[src/rtl/piso_serializer_if.sv]
// Handshake and serial-output bundle for piso_serializer.
// The master side is the upstream word source and serial sink. The slave side is the serializer itself.
interface piso_serializer_if #(
  parameter int WIDTH = 8
);
  logic [WIDTH-1:0] din;
  logic             din_valid;
  logic             din_ready;
  logic             ser_out;
  logic             ser_valid;
  logic             busy;
  logic             done;

  modport master (
    output din, din_valid,
    input  din_ready, ser_out, ser_valid, busy, done
  );

  modport slave (
    input  din, din_valid,
    output din_ready, ser_out, ser_valid, busy, done
  );
endinterface

[src/rtl/piso_serializer.sv]
// piso_serializer: parallel-in / serial-out stage with a valid/ready input handshake.
// It emits each WIDTH-bit word one bit per clock, and words can follow each other with no gap.
// Optional feature macro: SER_PARITY_EN adds one even-parity bit after each word.
module piso_serializer #(
  parameter int WIDTH     = 8,
  parameter bit MSB_FIRST = 1'b1
) (
  input logic            clk,
  input logic            rst_n,
  piso_serializer_if.slave bus
);
  localparam int            CW   = $clog2(WIDTH);
  localparam logic [CW-1:0] LAST = CW'(WIDTH - 1);

  localparam logic [1:0] IDLE   = 2'd0;
  localparam logic [1:0] SHIFT  = 2'd1;
`ifdef SER_PARITY_EN
  localparam logic [1:0] PARITY = 2'd2;
`endif

  logic [1:0]       state;
  logic [CW-1:0]    cnt;
  logic [WIDTH-1:0] shreg;
  logic             ser_q;
`ifdef SER_PARITY_EN
  logic             par;
`endif

  logic             last_bit;
  logic             final_cycle;
  logic             ready;
  logic             accept;
  logic             load_bit;
  logic             next_bit;
  logic [WIDTH-1:0] load_rest;
  logic [WIDTH-1:0] shift_rest;

  // Handshake decode and bit-order selection for the load and shift paths
  always_comb begin
    last_bit    = (state == SHIFT) && (cnt == LAST);
`ifdef SER_PARITY_EN
    final_cycle = (state == PARITY);
`else
    final_cycle = last_bit;
`endif
    ready       = (state == IDLE) || final_cycle;
    accept      = bus.din_valid && ready;
    if (MSB_FIRST) begin
      load_bit   = bus.din[WIDTH-1];
      load_rest  = bus.din << 1;
      next_bit   = shreg[WIDTH-1];
      shift_rest = shreg << 1;
    end else begin
      load_bit   = bus.din[0];
      load_rest  = bus.din >> 1;
      next_bit   = shreg[0];
      shift_rest = shreg >> 1;
    end
  end

  // FSM, bit counter and shift register.
  // Accept can only occur in IDLE or in the final cycle of a word, so a load
  // takes priority over every other transition. That single check covers
  // both IDLE->SHIFT and the gapless back-to-back reload.
  always_ff @(posedge clk or negedge rst_n) begin
    if (!rst_n) begin
      state <= IDLE;
      cnt   <= '0;
      shreg <= '0;
      ser_q <= 1'b0;
`ifdef SER_PARITY_EN
      par   <= 1'b0;
`endif
    end else if (accept) begin
      state <= SHIFT;
      cnt   <= '0;
      shreg <= load_rest;
      ser_q <= load_bit;
`ifdef SER_PARITY_EN
      par   <= ^bus.din;
`endif
    end else begin
      case (state)
        SHIFT: begin
          if (!last_bit) begin
            cnt   <= cnt + 1'b1;
            shreg <= shift_rest;
            ser_q <= next_bit;
          end else begin
`ifdef SER_PARITY_EN
            state <= PARITY;
            ser_q <= par;
`else
            state <= IDLE;
            cnt   <= '0;
            ser_q <= 1'b0;
`endif
          end
        end
`ifdef SER_PARITY_EN
        PARITY: begin
          state <= IDLE;
          cnt   <= '0;
          ser_q <= 1'b0;
        end
`endif
        default: begin
          state <= IDLE;
          ser_q <= 1'b0;
        end
      endcase
    end
  end

  assign bus.din_ready = ready;
  assign bus.ser_out   = ser_q;
  assign bus.ser_valid = (state != IDLE);
  assign bus.busy      = (state != IDLE);
  assign bus.done      = final_cycle;
endmodule

[src/flat_wrapper.sv]
// flat-port wrapper written by rule: the top's interface ports become plain ports
module piso_serializer_flat 
#(
  parameter int WIDTH     = 8,
  parameter bit MSB_FIRST = 1'b1
)
  (clk, rst_n, bus_din, bus_din_valid, bus_din_ready, bus_ser_out, bus_ser_valid, bus_busy, bus_done);
  piso_serializer_if #(.WIDTH(WIDTH)) bus_i ();
  input logic clk;
  input logic rst_n;
  input wire logic [$bits(bus_i.din)-1:0] bus_din;
  input wire logic [$bits(bus_i.din_valid)-1:0] bus_din_valid;
  output wire logic [$bits(bus_i.din_ready)-1:0] bus_din_ready;
  output wire logic [$bits(bus_i.ser_out)-1:0] bus_ser_out;
  output wire logic [$bits(bus_i.ser_valid)-1:0] bus_ser_valid;
  output wire logic [$bits(bus_i.busy)-1:0] bus_busy;
  output wire logic [$bits(bus_i.done)-1:0] bus_done;
  assign bus_i.din = bus_din;
  assign bus_i.din_valid = bus_din_valid;
  assign bus_din_ready = bus_i.din_ready;
  assign bus_ser_out = bus_i.ser_out;
  assign bus_ser_valid = bus_i.ser_valid;
  assign bus_busy = bus_i.busy;
  assign bus_done = bus_i.done;
  piso_serializer #(.WIDTH(WIDTH), .MSB_FIRST(MSB_FIRST)) u_core (.clk(clk), .rst_n(rst_n), .bus(bus_i));
endmodule
[config.mk]
export PLATFORM = sky130hd
export DESIGN_NAME = piso_serializer_flat
export DESIGN_NICKNAME = d
export VERILOG_FILES = /design/src/rtl/piso_serializer_if.sv /design/src/rtl/piso_serializer.sv /design/src/flat_wrapper.sv
export SDC_FILE = /design/constraint.sdc
export NUM_CORES = 1
export LEC_CHECK = 0
export ABC_CLOCK_PERIOD_IN_PS = 1800
export CORE_MARGIN = 2
export CORE_UTILIZATION = 40
export DETAILED_ROUTE_END_ITERATION = 6
export PLACE_DENSITY = 0.74
export SKIP_CTS_REPAIR_TIMING = 1
export SLEW_MARGIN = 20
export SYNTH_ARGS = -nofsm -noshare
export SYNTH_HDL_FRONTEND = slang
export SYNTH_SLANG_ARGS = --single-unit
export TNS_END_PERCENT = 5
[constraint.sdc]
create_clock -name clk -period 1.8 [get_ports clk]
set_input_delay 0.36 -clock clk [delete_from_list [all_inputs] [get_ports clk]]
set_output_delay 0.36 -clock clk [all_outputs]
set_load 0.02 [all_outputs]
==> run_results.csv, run 1 <==
group,metric,value,unit
drt,wire_per_inst,13.5,µm
floorplan,num_rows,14,
yosys,ys_seq_elements,12,
clock_network,cts-root-buf,"clkbuf_4",
clock_network,worstSkewPairLatency,270,ps
drt,via_per_inst,5.05,
floorplan,die_width,43.5,µm
status,status,"completed",
drt,vias,409,
place,dpl_cell_area,827,µm²
global_routing,grt_max_degree,13,
yosys,netlist_instances,43,
place,port-buffer-count,15,
setup_path,r2r-start,"u_core.cnt[1]",
yosys,avgSynthCellArea,14.5,µm²
layout,design_area,876,µm²
floorplan,ioPinCount,16,
floorplan,die_h,43.5,µm
setup_path,worstSetupPathType,"flip-flop to output port",
clock_network,clockBufferDepth,2,
setup_path,critPathLaunchType,"flip-flop",
floorplan,dieArea,1900,µm²
timing,min_period,1790,ps
clock_network,clk_pin_slew,80,ps
worst_hold_path,hold_path_class,"input port to async pin",
place,post-place-ws,-124,ps
drt,drt_iter0_markers,3,
global_routing,grt_use_total,14.2,%
clock_network,cts_buffers,3,
yosys,synth_cell_types,17,
clock_network,clock-sinks,12,
setup_path,crit_path_start,"u_core.cnt[1]",
clock_network,h-tree-depth,1,
timing,slew_headroom,64.0,%
layout,fillerInstances,119,
yosys,yosys_warnings,0,
global_routing,globalRouteOverflowTotal,0,
timing,finalHoldViolCount,0,
power_and_ir_drop,vdd_drop_max,0.892,mV
timing,period_share,99.5,%
drt,ant_nets,0,
setup_path,crit_path_top_delay_cell,"dfrtp_1",
setup_path,crit_required,1440,ps
global_routing,grt_pass1_vias,448,
layout,antenna_cells,0,
timing,slew_violations,0,
layout,area_growth,40.0,%
setup_path,cp.arrival,1430,ps
power_and_ir_drop,p_per_area,1550,nW/µm²
job,drv_cap,0,
drt,dr.pass1.iters,2,
timing,setup_viol_count_final,0,
global_routing,grt_pass1_wl,1930,µm
floorplan,coreArea,1490,µm²
timing,setup-tns-final,0,ps
layout,drive_gt1_share,44.6,%
floorplan,start_util,42.0,%
yosys,syn-cell-area,626,µm²
timing,hold_slack,429,ps
layout,nets,79,
setup_path,worstPathCellList,"ha_2 > ha_4 > and2b_4 > inv_6 > buf_6",
yosys,yosysSeqAreaShare,48.0,%
setup_path,critPathMaxFanout,2,
drt,wl,1090,µm
drt,drc,0,
timing,max_freq,558,MHz
timing,worst-slew-pin-transition,539,ps
power_and_ir_drop,p_leak,0.416,nW
timing,layout_setup_ws,8.20,ps
timing,finClkSkew,2.43,ps
place,gp_congestion,0.744,
setup_path,cp-end-kind,"output port",
power_and_ir_drop,power,0.00136,W
timing,rsz0062_at_grt,"yes",
yosys,syn-num-nets,56,
setup_path,cp_slowest_stage_delay,390,ps
clock_network,cts_tree,"yes",
global_routing,grt_antenna_before_repair,0,
[critical path, delay by kind of cell (launching register included)]
kind / cells / cell delay, ps
DFF: 1 / 390
adders and majority gates: 2 / 350
and+or+nand+nor: 1 / 270
buffers and inverters: 2 / 150
[placed cells by master (no fill, tap or decap), drive strengths merged]
cell type | netlist | routed
buf | 2 | 6
ha | 2 | 2
o21ai | 1 | 1
and2b | 1 | 1
mux2i | 2 | 2
clkdlybuf4s50 | 0 | 13
inv | 1 | 1
dfrtp | 12 | 12
clkbuf | 0 | 5
and2 | 1 | 1
a22o | 1 | 1
nand3b | 1 | 1
nand2b | 1 | 1
nor2 | 2 | 2
nand2 | 2 | 2
mux2 | 13 | 13
o22ai | 1 | 1
[metrics by stage]
step	utilization [%]	cells
floorplan	-	43
global placement	55.5	77
detailed placement	55.5	77
CTS	58.0	81
global route	58.8	81
finish	58.8	81
[logic make-up after synthesis]
logic type | Yosys count | synth area share [%]
muxes | 15 | 33.2
DFF | 12 | 48.0
and+or+nand+nor | 8 | 7.20
AOI/OAI and AO/OA | 3 | 3.20
buffers and inverters | 3 | 4.40
adders and majority gates | 2 | 4.00
[per-layer routing]
metal  vias to the layer above  routed length (µm)  GRT usage, %
met5                         -                   0             0
met4                         0                  10          5.45
met3                         3                  64          5.42
met2                        13                 522          22.9
met1                       195                 496          17.0
li1                        198                   -             -
[flip-flops by register name (all words and copies together) (netlist names)]
register            count
u_core.shreg            7
u_core.cnt              3
u_core.bus.ser_out      1
u_core.state            1
[cell usage after synthesis]
cell      instances  area share (%)
a22o_1            1             1.4
and2_1            1             1.0
and2b_4           1             1.6
buf_4             1             1.2
buf_6             1             1.8
dfrtp_1          12              48
ha_1              2             4.0
inv_6             1             1.4
mux2_2            2             3.6
mux2_4           11              26
mux2i_1           2             3.2
nand2_1           2             1.2
nand2b_1          1             1.0
nand3b_1          1             1.2
nor2_1            2             1.2
o21ai_0           1            0.80
o22ai_1           1             1.0
[worst paths after layout]
kind | endpoint | slack [ps] | cells past startpoint
min in group clk | u_core.shreg[5] | 520 | 1
worst max-delay path | bus_din_ready | 8 | 5
worst max register to register | u_core.shreg[7] | 170 | 6
max in group asynchronous | u_core.state[0] | 980 | 1
worst min register to register | u_core.shreg[5] | 520 | 1
worst min-delay path | u_core.bus.ser_out | 430 | 1
[report_power, final]
group          internal [W]  switching, W
logic              0.000428      0.000266
registers          0.000374     0.0000707
clock network      0.000123     0.0000964
total              0.000925      0.000433
[cell type report]
class | instances | area [µm²] | share of cell area [%]
well taps | 16 | 20.0 | 2.29
inverters | 1 | 8.76 | 1.00
clock buffers | 4 | 36.3 | 4.14
flip-flops and latches | 12 | 302 | 34.4
repair buffers | 20 | 196 | 22.4
multi-input cells | 28 | 313 | 35.7
(Power assumes the default switching activity.)
==> inputs of run 2 (changes only) <==
--- a/config.mk
+++ b/config.mk
@@ -5,7 +5,6 @@
 export SDC_FILE = /design/constraint.sdc
 export NUM_CORES = 1
 export LEC_CHECK = 0
-export ABC_CLOCK_PERIOD_IN_PS = 1800
 export CORE_MARGIN = 2
 export CORE_UTILIZATION = 40
 export DETAILED_ROUTE_END_ITERATION = 6
==> results of run 2 <==
Final layout, timing and power as in run 1 (identical DEF).
==> inputs of run 3 (changes only) <==
--- a/config.mk
+++ b/config.mk
@@ -7,6 +7,7 @@
 export LEC_CHECK = 0
 export CORE_MARGIN = 2
 export CORE_UTILIZATION = 40
+export CTS_BUF_LIST = sky130_fd_sc_hd__clkbuf_4 sky130_fd_sc_hd__clkbuf_8
 export DETAILED_ROUTE_END_ITERATION = 6
 export PLACE_DENSITY = 0.74
 export SKIP_CTS_REPAIR_TIMING = 1
==> constraint.sdc (replaced) <==
create_clock -name clk -period 1.8 [get_ports clk]
set_input_delay 0.27 -clock clk [delete_from_list [all_inputs] [get_ports clk]]
set_output_delay 0.27 -clock clk [all_outputs]
set_load 0.02 [all_outputs]
==> run 3 against run 2 <==
- critical path depth unchanged
- first-iteration DRC count unchanged
- clock skew down 1.6 ps
- worst hold slack worse by 78 ps
- combinational power down 7.4%
- clock-buffer cell count down 1
- global-route usage down 0.59 points
- utilization down 2.8 points
- die area unchanged
- highest routed layer is now met3
==> run_results.csv, run 3 (synthesized netlist as in run 1, its figures left out) <==
group,metric,value,unit
setup_path,crit_path_top_delay_cell,"dfrtp_1",
place,dp_hpwl,784,µm
clock_network,cts_tree,"yes",
global_routing,grt_pass1_vias,443,
setup_path,crit_family,"flip-flops",
setup_path,cp_num_buf_inv,2,
timing,slew_violations,0,
clock_network,cts_buffers,3,
clock_network,cts-root-buf,"clkbuf_4",
setup_path,worstSetupPathType,"flip-flop to output port",
power_and_ir_drop,p_seq_share,35.3,%
layout,fillerInstances,118,
floorplan,coreArea,1490,µm²
drt,via_per_inst,4.84,
floorplan,num_rows,14,
floorplan,ioPinCount,16,
floorplan,die_width,43.5,µm
setup_path,cp-end-kind,"output port",
drt,ant_nets,0,
global_routing,grt_use_total,13.6,%
floorplan,start_util,42.0,%
place,dpl_cell_area,822,µm²
job,drv_cap,0,
layout,area_growth,33.4,%
global_routing,grt_pass1_wl,1890,µm
drt,drt_iter0_markers,3,
global_routing,grt_max_degree,13,
setup_path,reg2reg_depth,6,
drt,vias,392,
setup_path,cp.arrival,1470,ps
layout,design_area,835,µm²
layout,largest_reg_flops,7,
power_and_ir_drop,vdd_drop_max,0.753,mV
clock_network,worstSkewPairLatency,260,ps
floorplan,die_h,43.5,µm
setup_path,critPathLaunchType,"flip-flop",
timing,finClkSkew,0.870,ps
power_and_ir_drop,p_int,0.000841,W
power_and_ir_drop,combinationalPowerShare,52.0,%
power_and_ir_drop,p_clk_share,12.7,%
status,status,"completed",
power_and_ir_drop,p_switching,0.000394,W
setup_path,worstPathCellList,"ha_1 > ha_1 > and2b_4 > inv_6 > clkbuf_2",
setup_path,critPathMaxFanout,2,
clock_network,clockBufferDepth,2,
timing,max_freq,576,MHz
timing,setup_viol_count_final,0,
drt,dr.pass1.iters,4,
place,gp_congestion,0.744,
setup_path,crit_required,1530,ps
power_and_ir_drop,swShare,31.9,%
layout,largest_register,"u_core.shreg",
drt,wl,1030,µm
power_and_ir_drop,p_per_area,1480,nW/µm²
drt,wire_per_inst,12.7,µm
place,post-place-ws,-48.3,ps
timing,worst-slew-pin-transition,529,ps
layout,final_cell_mix,"clkdlybuf4s50_1, dfrtp_1, mux2_4, buf_4, clkbuf_4",
worst_hold_path,hold_path_class,"input port to async pin",
clock_network,clock-sinks,12,
timing,period_share,96.5,%
timing,slew_headroom,64.6,%
layout,layout_commonest_cell,"clkdlybuf4s50_1",
setup_path,cp_slowest_stage_delay,380,ps
setup_path,path_common_cell,"ha_1",
floorplan,dieArea,1900,µm²
timing,min_period,1740,ps
drt,drc,0,
layout,antenna_cells,0,
place,port-buffer-count,15,
global_routing,grt_antenna_before_repair,0,
global_routing,globalRouteOverflowTotal,0,
timing,finalHoldViolCount,0,
setup_path,critical_path_depth,5,
power_and_ir_drop,p_leak,0.410,nW
layout,nets,80,
timing,rsz0062_at_grt,"yes",
clock_network,clk_pin_slew,70,ps
clock_network,h-tree-depth,1,
layout,reg.largest.list,"u_core.shreg (7), u_core.cnt (3)",
timing,layout_setup_ws,62.5,ps
layout,drive_gt1_share,40.0,%
==> run 3: cell types whose count changed in the layout (fill, tap and decap cells not counted) <==
cell      before  now
buf_12         1    0
buf_4          4    6
ha_2           1    0
dfrtp_2        1    0
dfrtp_1       11   12
ha_4           1    0
ha_1           0    2
buf_6          1    0
clkbuf_2       1    2
clkbuf_8       1    0
==> run 3: through the flow <==
stage | total power, W | hold WS (ps) | setup TNS (ps) | cells | utilization, %
after floorplan | 0.000882 | -25.6 | 0 | 43 | -
after global placement | 0.00110 | 492 | -31.4 | 78 | 55.2
after detailed placement | 0.00111 | 498 | -55.4 | 78 | 55.2
after CTS | 0.00128 | 364 | -650 | 81 | 56.7
after global routing | 0.00134 | 401 | -16.7 | 81 | 56.1
final | 0.00123 | 351 | 0 | 81 | 56.1
==> run 3: final cells by class <==
class                           count  area, µm²  share of cell area (%)
Sequential cell                    12        300                    36.0
Timing Repair Buffer               21        185                    22.2
Multi-Input combinational cell     28        298                    35.7
Tap cell                           16       20.0                    2.40
Inverter                            1       8.76                    1.05
Clock buffer                        3       22.5                    2.70
==> run 3: power by group through the flow <==
stage | Clock, W | Sequential, W | Combinational [W]
finish | 0.000157 | 0.000436 | 0.000642
global route | 0.000177 | 0.000450 | 0.000713
CTS | 0.000168 | 0.000436 | 0.000671
detailed placement | 0 | 0.000441 | 0.000665
global placement | 0 | 0.000439 | 0.000658
floorplan | 0 | 0.000444 | 0.000439
==> run 3: path summary, 6_finish.rpt <==
path                            slack, ps       startpoint            endpoint
worst max-delay path                   60    u_core.cnt[0]       bus_din_ready
worst min-delay path                  350            rst_n  u_core.bus.ser_out
worst max register to register        160    u_core.cnt[0]     u_core.shreg[7]
worst min register to register        520  u_core.shreg[6]     u_core.shreg[7]
max in group asynchronous            1100            rst_n     u_core.shreg[4]
min in group clk                      520  u_core.shreg[6]     u_core.shreg[7]
==> run 3: layer usage <==
metal | track usage, % | routed length, µm | vias to the layer above
met5 | 0 | 0 | -
met4 | 7.27 | 0 | 0
met3 | 3.75 | 56 | 0
met2 | 19.7 | 466 | 12
met1 | 18.4 | 503 | 187
li1 | - | - | 193
